## config.mk

```make
export PLATFORM = sky130hd
export DESIGN_NAME = regfile_wb_arbiter
export DESIGN_NICKNAME = d
export VERILOG_FILES = /design/src/rtl/regfile_wb_arbiter.sv
export SDC_FILE = /design/constraint.sdc
export NUM_CORES = 1
export LEC_CHECK = 0
export BUFFER_PORTS_ARGS = -buffer_cell sky130_fd_sc_hd__buf_2
export CORE_MARGIN = 5
export CORE_UTILIZATION = 40
export CTS_CLUSTER_SIZE = 24
export DETAILED_ROUTE_END_ITERATION = 16
export GPL_ROUTABILITY_DRIVEN = 0
export HOLD_SLACK_MARGIN = 0.08
export PLACE_DENSITY_LB_ADDON = 0.05
export SYNTH_ARGS = -nofsm -noshare
export SYNTH_HDL_FRONTEND = slang
export SYNTH_SLANG_ARGS = --single-unit
```

## constraint.sdc

```tcl
create_clock -name clk -period 8.6 [get_ports clk]
set_input_delay 1.72 -clock clk [delete_from_list [all_inputs] [get_ports clk]]
set_output_delay 1.72 -clock clk [all_outputs]
set_load 0.05 [all_outputs]
```

## src/rtl/regfile_wb_arbiter.sv

```systemverilog
// Round-robin arbiter sharing the register file write port between the writeback
// pipeline (requester 0) and a long-latency unit (requester 1), with a pending-write mask.
`timescale 1ns/1ps

module regfile_wb_arbiter #(
    parameter int XLEN = 32,
    parameter int NREG = 32
) (
    input  logic                     clk,
    input  logic                     rst_n,
    input  logic                     req0_valid,
    output logic                     req0_ready,
    input  logic [$clog2(NREG)-1:0]  req0_rd,
    input  logic [XLEN-1:0]          req0_data,
    input  logic                     req1_valid,
    output logic                     req1_ready,
    input  logic [$clog2(NREG)-1:0]  req1_rd,
    input  logic [XLEN-1:0]          req1_data,
    output logic                     wb_we,
    output logic [$clog2(NREG)-1:0]  wb_rd,
    output logic [XLEN-1:0]          wb_data,
    output logic [NREG-1:0]          pend_mask
);

    localparam int RD_W = $clog2(NREG);

    logic [1:0]      valid_in;
    logic [RD_W-1:0] rd_in   [2];
    logic [XLEN-1:0] data_in [2];

    logic [1:0]      slot_full_p0;
    logic [RD_W-1:0] slot_rd_p0   [2];
    logic [XLEN-1:0] slot_data_p0 [2];
    logic            rr_last_p0;

    logic [1:0]      gnt;
    logic [1:0]      ready;
    logic [1:0]      accept;
    logic [1:0]      load;

    function automatic logic [NREG-1:0] rd_onehot(input logic [RD_W-1:0] rd);
        logic [NREG-1:0] m;
        m     = '0;
        m[rd] = 1'b1;
        return m;
    endfunction

    assign valid_in   = {req1_valid, req0_valid};
    assign rd_in[0]   = req0_rd;
    assign rd_in[1]   = req1_rd;
    assign data_in[0] = req0_data;
    assign data_in[1] = req1_data;

    // Grant depends only on slot state, so ready never depends on valid.
    always_comb begin
        gnt = 2'b00;
        case (slot_full_p0)
            2'b01:   gnt = 2'b01;
            2'b10:   gnt = 2'b10;
            2'b11:   gnt = rr_last_p0 ? 2'b01 : 2'b10;
            default: gnt = 2'b00;
        endcase
    end

    assign ready      = ~slot_full_p0 | gnt;
    assign accept     = valid_in & ready;
    assign req0_ready = ready[0];
    assign req1_ready = ready[1];

    always_comb begin
        load = 2'b00;
        for (int i = 0; i < 2; i++) begin
            load[i] = accept[i] && (rd_in[i] != '0);
        end
    end

    // Stage p0: holding slots and round-robin pointer (x0 writes are dropped here).
    always_ff @(posedge clk or negedge rst_n) begin
        if (!rst_n) begin
            slot_full_p0 <= 2'b00;
            rr_last_p0   <= 1'b1;
        end else begin
            for (int i = 0; i < 2; i++) begin
                if (load[i]) begin
                    slot_full_p0[i] <= 1'b1;
                end else if (gnt[i]) begin
                    slot_full_p0[i] <= 1'b0;
                end
            end
            if (&slot_full_p0) begin
                rr_last_p0 <= gnt[1];
            end
        end
    end

    always_ff @(posedge clk) begin
        for (int i = 0; i < 2; i++) begin
            if (load[i]) begin
                slot_rd_p0[i]   <= rd_in[i];
                slot_data_p0[i] <= data_in[i];
            end
        end
    end

    // Stage p1: registered write port into the register file.
    always_ff @(posedge clk or negedge rst_n) begin
        if (!rst_n) begin
            wb_we   <= 1'b0;
            wb_rd   <= '0;
            wb_data <= '0;
        end else begin
            wb_we <= |gnt;
            if (gnt[0]) begin
                wb_rd   <= slot_rd_p0[0];
                wb_data <= slot_data_p0[0];
            end else if (gnt[1]) begin
                wb_rd   <= slot_rd_p0[1];
                wb_data <= slot_data_p0[1];
            end
        end
    end

    always_comb begin
        pend_mask = '0;
        for (int i = 0; i < 2; i++) begin
            if (slot_full_p0[i]) begin
                pend_mask = pend_mask | rd_onehot(slot_rd_p0[i]);
            end
        end
        if (wb_we) begin
            pend_mask = pend_mask | rd_onehot(wb_rd);
        end
        pend_mask[0] = 1'b0;
    end

endmodule

```

==> results of run 1 <==
final cells by class:
class | instances | area [um2] | share of cell area
sequential | 115 | 3250 | 0.519
multi-input combinational | 218 | 1470 | 0.235
timing repair buffer | 149 | 748 | 0.119
clock buffer | 18 | 439 | 0.0701
tap | 147 | 184 | 0.0294
clock inverter | 14 | 155 | 0.0248
inverter | 4 | 15.0 | 0.00240
per-stage QoR:
step,hold WS [ps],instances,setup WS (ps),utilization,area (um2)
2_1_floorplan,455,359,4600,-,4850
3_3_place_gp,456,633,5190,0.474,5670
3_5_place_dp,467,633,5120,0.474,5670
4_1_cts,473,665,4720,0.524,6260
5_1_grt,486,665,4470,0.524,6260
6_report,469,665,4710,0.524,6260
layout by cell type, fill, tap and decap left out, drive strengths merged:
master,instances
clkinvlp,4
clkbuf,18
clkinv,5
a21oi,2
a222oi,2
dfrtp,40
nand3,2
nor2,1
a22oi,29
conb,1
dfstp,1
edfxtp,74
or4,2
nor3,3
a221o,37
o21ai,2
inv,7
nor3b,12
and2,35
and3,6
nand2,65
buf,149
and3b,15
nor2b,2
bufinv,2
a21boi,2
power groups by stage:
stage,clock (mW),combinational (mW),sequential (mW)
floorplan,0,0.325,1.05
global placement,0,0.755,0.816
detailed placement,0,0.763,0.817
CTS,0.709,0.763,0.810
global route,0.732,0.797,0.824
finish,0.694,0.753,0.809
sequential cells by signal, summed over array words and instances (netlist names):
| name | count |
|---|---|
| wb_we | 1 |
| slot_full_p0 | 2 |
| slot_data_p0 | 64 |
| rr_last_p0 | 1 |
| wb_rd | 5 |
| slot_rd_p0 | 10 |
| wb_data | 32 |
how the worst min path moves through the flow:
| stage | start | to | slack (ps) |
|---|---|---|---|
| floorplan | slot_data_p0[0][0] | wb_data[0] | 460 |
| global placement | slot_data_p0[0][3] | wb_data[3] | 460 |
| detailed placement | slot_data_p0[0][22] | wb_data[22] | 470 |
| CTS | slot_data_p0[0][16] | wb_data[16] | 470 |
| global route | slot_data_p0[0][27] | wb_data[27] | 490 |
| finish | slot_data_p0[0][8] | wb_data[8] | 470 |
routing by layer:
| metal | part of all wire | GRT usage | vias to the layer above | wire length, um |
|---|---|---|---|---|
| met4 | 0.012 | 0.0580 | 4 | 145 |
| met5 | 0.0025 | 0 | - | 31 |
| met1 | 0.42 | 0.219 | 1705 | 5300 |
| met3 | 0.073 | 0.0669 | 17 | 912 |
| li1 | - | - | 1665 | - |
| met2 | 0.49 | 0.293 | 142 | 6190 |
logic make-up (layout without fill, tap and decap cells):
logic type	count (synthesis)	after routing	synth area share
simple gates	143	143	0.163
buf+inv	26	185	0.0305
flops	115	115	0.670
compound gates	74	74	0.136
other cells	1	1	0.000774
worst reg2reg max path, stage by stage, from the launching register on:
cell	delay (ps)
dfstp_2	570
inv_1	90
nand3_1	170
nor2b_4	960
==> out/results.ini, run 1 <==
[run_status]
status=complete, no violations

[critical_path]
cp-endpoint=pend_mask[24]
reg2reg_depth=3
cp_slowest_cell=nor3b_1
end_kind=output pin
cp-startpoint=wb_rd[1]
timing.rr.start=rr_last_p0
crit_buf_inv=1
max_stage_delay_ps=800
worstPathArrival_ps=2170
criticalPathCategory=register to output pin
critPathMaxFanout=7
required_ps=6880
path_depth=4
critPathTopFamily=simple AND/OR/NAND/NOR gates
worst-r2r-setup-slack_ps=6390
rr_endpoint=slot_data_p0[0][4]
path_cells=nor3b_1 -> a22oi_1 -> nand2_1 -> buf_2
critPathLaunchType=register

[sta]
max_slew_margin=0.211
post-route-min-period_ps=3890
drv_slew=0
setup_viol=0
worstMarginPinSlew_ps=1180
timing.setup.tns_ps=0
finalCritPeriodShare=0.452
fin_skew_ps=6.34
max_freq_ghz=0.257
rsz0062_at_grt=false
hold_viol=0

[synth]
synth_top_area_cell=edfxtp_1
netlist_top_cells_count=edfxtp_1 (74), nand2_1 (65), dfrtp_1 (40), a221o_1 (37), a22oi_1 (29)
synth_edf_count=74
synth_cells=359
ys_seq_area_frac=0.670
synth_top_cell_area_share=0.458
synth_area_per_cell_um2=13.5
synthFlopType=edfxtp_1
synth_most_common_cell=edfxtp_1
ys_top_cells_by_area=edfxtp_1 (46%), dfrtp_1 (21%), a221o_1 (7.6%)
ys_ff_latch=115
synth_cell_types=28
syn_area_um2=4850
yosys_warnings=0
async_reset_ff_frac=0.357
synth_fp_nets=437

[power_and_ir_drop]
p_total_mw=2.26
p_comb_frac=0.334
p_sw_mw=0.907
p_leak_nw=2.83
intPower_mw=1.35
sw_frac_of_total=0.402
powerDensity_nw_per_um2=360
max-vdd-ir-drop_uv=280
p_clk_frac=0.308
pwr-share-seq=0.359

[die]
die_area_um2=14400
io_pins=150
core-area_um2=12000
die_y_um=120
start_util=0.405
row_count=40
die_x_um=120

[finish]
drive_gt1_frac=0.365
syn_to_final_growth_pct=29.2
num_antenna_cells=0
fillers=1063
final_net_count=583

[job]
cap_violations=0

[route]
via_per_inst=5.31
wl_mm=12.6
wl_per_cell_um=18.9
dr.pass1.iters=5
post-route-drc-count=0
dr_total_vias=3533
drtIter0Drc=216
ant_nets=0

[clock_network]
cts_buffers=17
cts.path.max_buffers=2
cts_tree=built
postCtsHoldBufs=0
cts-root-buf=clkbuf_16
h-tree-depth=4
cts_sinks=115
clk_pin_slew_worst_paths_ps=60
clk_latency_ps=410
cts_setup_buffers=0
ctsResizeCount=0

[global_routing]
grt.overflow.total=0
grt_pass1_wl_mm=19.6
track_usage=0.179
grt_start_max_net_pins=42
antenna_found_initial=2
grt_pass1_vias=3618

[placed_design]
portBuffers=148
hpwlAfterDp_mm=8.47

[min_path]
hold_class=register to register
holdPathStages=1

No activity file was read; power rests on OpenSTA's default activity.
==> run 2: changes to the inputs <==
==> constraint.sdc (replaced) <==
create_clock -name clk -period 4.1 [get_ports clk]
set_input_delay 0.82 -clock clk [delete_from_list [all_inputs] [get_ports clk]]
set_output_delay 0.82 -clock clk [all_outputs]
set_load 0.05 [all_outputs]
==> run 2 against run 1 <==
  * Global-route usage is 0.33 points lower
  * Non-clock buffer count stayed put
  * Setup slack got worse by 3600 ps
  * Sequential power is 110% higher
  * Routed wire length fell by 2.1%
  * Via count rose by 0.42%
  * Clock power grew 110%
  * Final cell count is 0.15% higher
  * Cell area grew 0.18%
  * First-iteration DRC count decreased by 9.7%
  * Sequential cell count stayed put
  * Largest cell class unchanged
==> out/results.ini, run 2 (synthesized netlist as in run 1, its figures left out) <==
[sta]
worstMarginPinSlew_ps=1160  ; -22.6 ps
timing.setup.tns_ps=0  ; unchanged
max_freq_ghz=0.334
rsz0062_at_grt=false
drv_slew=0  ; unchanged
setup_slack_ps=1110  ; -3610 ps
post-route-min-period_ps=2990
fin_skew_ps=7.71  ; +1.37 ps
finalCritPeriodShare=0.730
hold_ws_ps=469  ; -0.209 ps
max_slew_margin=0.226  ; +0.0151
setup_viol=0  ; unchanged
hold_viol=0  ; unchanged

[critical_path]
end_kind=output pin
path_cells=nor3b_1 -> a22oi_1 -> nand2_1 -> buf_2
required_ps=3280  ; -3600 ps
cp-startpoint=wb_rd[1]
timing.rr.start=rr_last_p0
criticalPathCategory=register to output pin
worst-r2r-setup-slack_ps=1890  ; -4500 ps
critPathMaxFanout=7  ; unchanged
reg2reg_depth=3  ; unchanged
max_stage_delay_ps=810  ; about the same
critPathLaunchType=register
worstPathArrival_ps=2170  ; about the same
cp_slowest_cell=nor3b_1
cp-endpoint=pend_mask[24]
rr_endpoint=slot_data_p0[0][12]

[route]
post-route-drc-count=0  ; unchanged
dr.pass1.iters=7  ; +2
wl_mm=12.3  ; -2.1%
wl_per_cell_um=18.5  ; -2.2%
via_per_inst=5.33  ; +0.27%
drtIter0Drc=195  ; -9.7%
ant_nets=0  ; unchanged
dr_total_vias=3548  ; +0.42%

[global_routing]
grt_pass1_wl_mm=19.3  ; -1.6%
grt_pass1_vias=3574  ; -1.2%
track_usage=0.176  ; -0.00326
grt.overflow.total=0  ; unchanged
antenna_found_initial=2  ; unchanged
grt_start_max_net_pins=42  ; unchanged

[finish]
final_util=0.525  ; +0.000942
final_cell_mix=buf_2 (148), edfxtp_1 (74), nand2_1 (65)
fillers=1044  ; -1.8%
largest_reg_flops=64  ; unchanged
syn_to_final_growth_pct=29.5
fin_area_um2=6270  ; +0.18%
layout_commonest_cell=buf_2
drive_gt1_frac=0.361  ; -0.00386
top_register=slot_data_p0
reg_top3=slot_data_p0 x64, wb_data x32, slot_rd_p0 x10
final_net_count=583  ; unchanged
instances_no_fill=666  ; +0.15%

[clock_network]
cts_sinks=115  ; unchanged
cts_tree=built
cts_setup_buffers=0  ; unchanged
h-tree-depth=4  ; unchanged
clk_pin_slew_worst_paths_ps=50  ; about the same
cts-root-buf=clkbuf_16
cts.path.max_buffers=2  ; unchanged
clk_latency_ps=400  ; about the same
postCtsHoldBufs=0  ; unchanged
cts_buffers=17  ; unchanged
ctsResizeCount=0  ; unchanged

[die]
io_pins=150  ; unchanged
start_util=0.405  ; unchanged
row_count=40  ; unchanged
die_x_um=120  ; unchanged
die_area_um2=14400  ; unchanged
core-area_um2=12000  ; unchanged
die_y_um=120  ; unchanged

[power_and_ir_drop]
powerDensity_nw_per_um2=757  ; +110%
p_leak_nw=2.83  ; about the same
max-vdd-ir-drop_uv=432  ; +54%
p_total_mw=4.75  ; +110%

[placed_design]
hpwlAfterDp_mm=8.35  ; -1.4%
pre_cts_ws_ps=1510  ; -3600 ps
postPlaceCellArea_um2=5670  ; unchanged
place_inst=633  ; unchanged
portBuffers=148  ; unchanged

[job]
cap_violations=0  ; unchanged

[run_status]
status=complete, no violations

[min_path]
hold_class=register to register

[run 2: layer usage]
metal	share of wire	track usage	vias up
met3	0.079	0.0664	13
li1	-	-	1670
met1	0.42	0.212	1713
met4	0.0089	0.0594	2
met5	0.0011	0	-
met2	0.49	0.289	150
[run 2: worst max-delay path: cells and delay by family, from the launching register on]
kind / cells / cell delay, ps
flops: 1 / 420
buf+inv: 1 / 260
simple gates: 2 / 930
compound gates: 1 / 160
[run 2: layout make-up]
type / instances / area [um2] / area share
diodes: 1 / 2.50 / 0.000399
clock inverters: 12 / 156 / 0.0249
flip-flops and latches: 115 / 3250 / 0.518
clock buffers: 20 / 447 / 0.0712
repair buffers: 149 / 748 / 0.119
inverters: 4 / 15.0 / 0.00239
multi-input cells: 218 / 1470 / 0.235
well taps: 147 / 184 / 0.0293
[run 2: power breakdown]
part / total [mW] / internal [mW] / switching (mW)
registers: 1.70 / 1.52 / 0.178
logic: 1.58 / 0.395 / 1.18
clock network: 1.48 / 0.971 / 0.507
total: 4.75 / 2.88 / 1.87
[run 2: how the worst min path moves through the flow]
stage                        startpoint          end  slack (ps)  depth (start not counted)
global route         slot_data_p0[0][6]   wb_data[6]         480                          1
global placement     slot_data_p0[0][3]   wb_data[3]         460                          1
detailed placement  slot_data_p0[0][22]  wb_data[22]         470                          1
finish              slot_data_p0[0][20]  wb_data[20]         470                          1
floorplan            slot_data_p0[0][0]   wb_data[0]         460                          1
CTS                  slot_data_p0[0][6]   wb_data[6]         470                          1
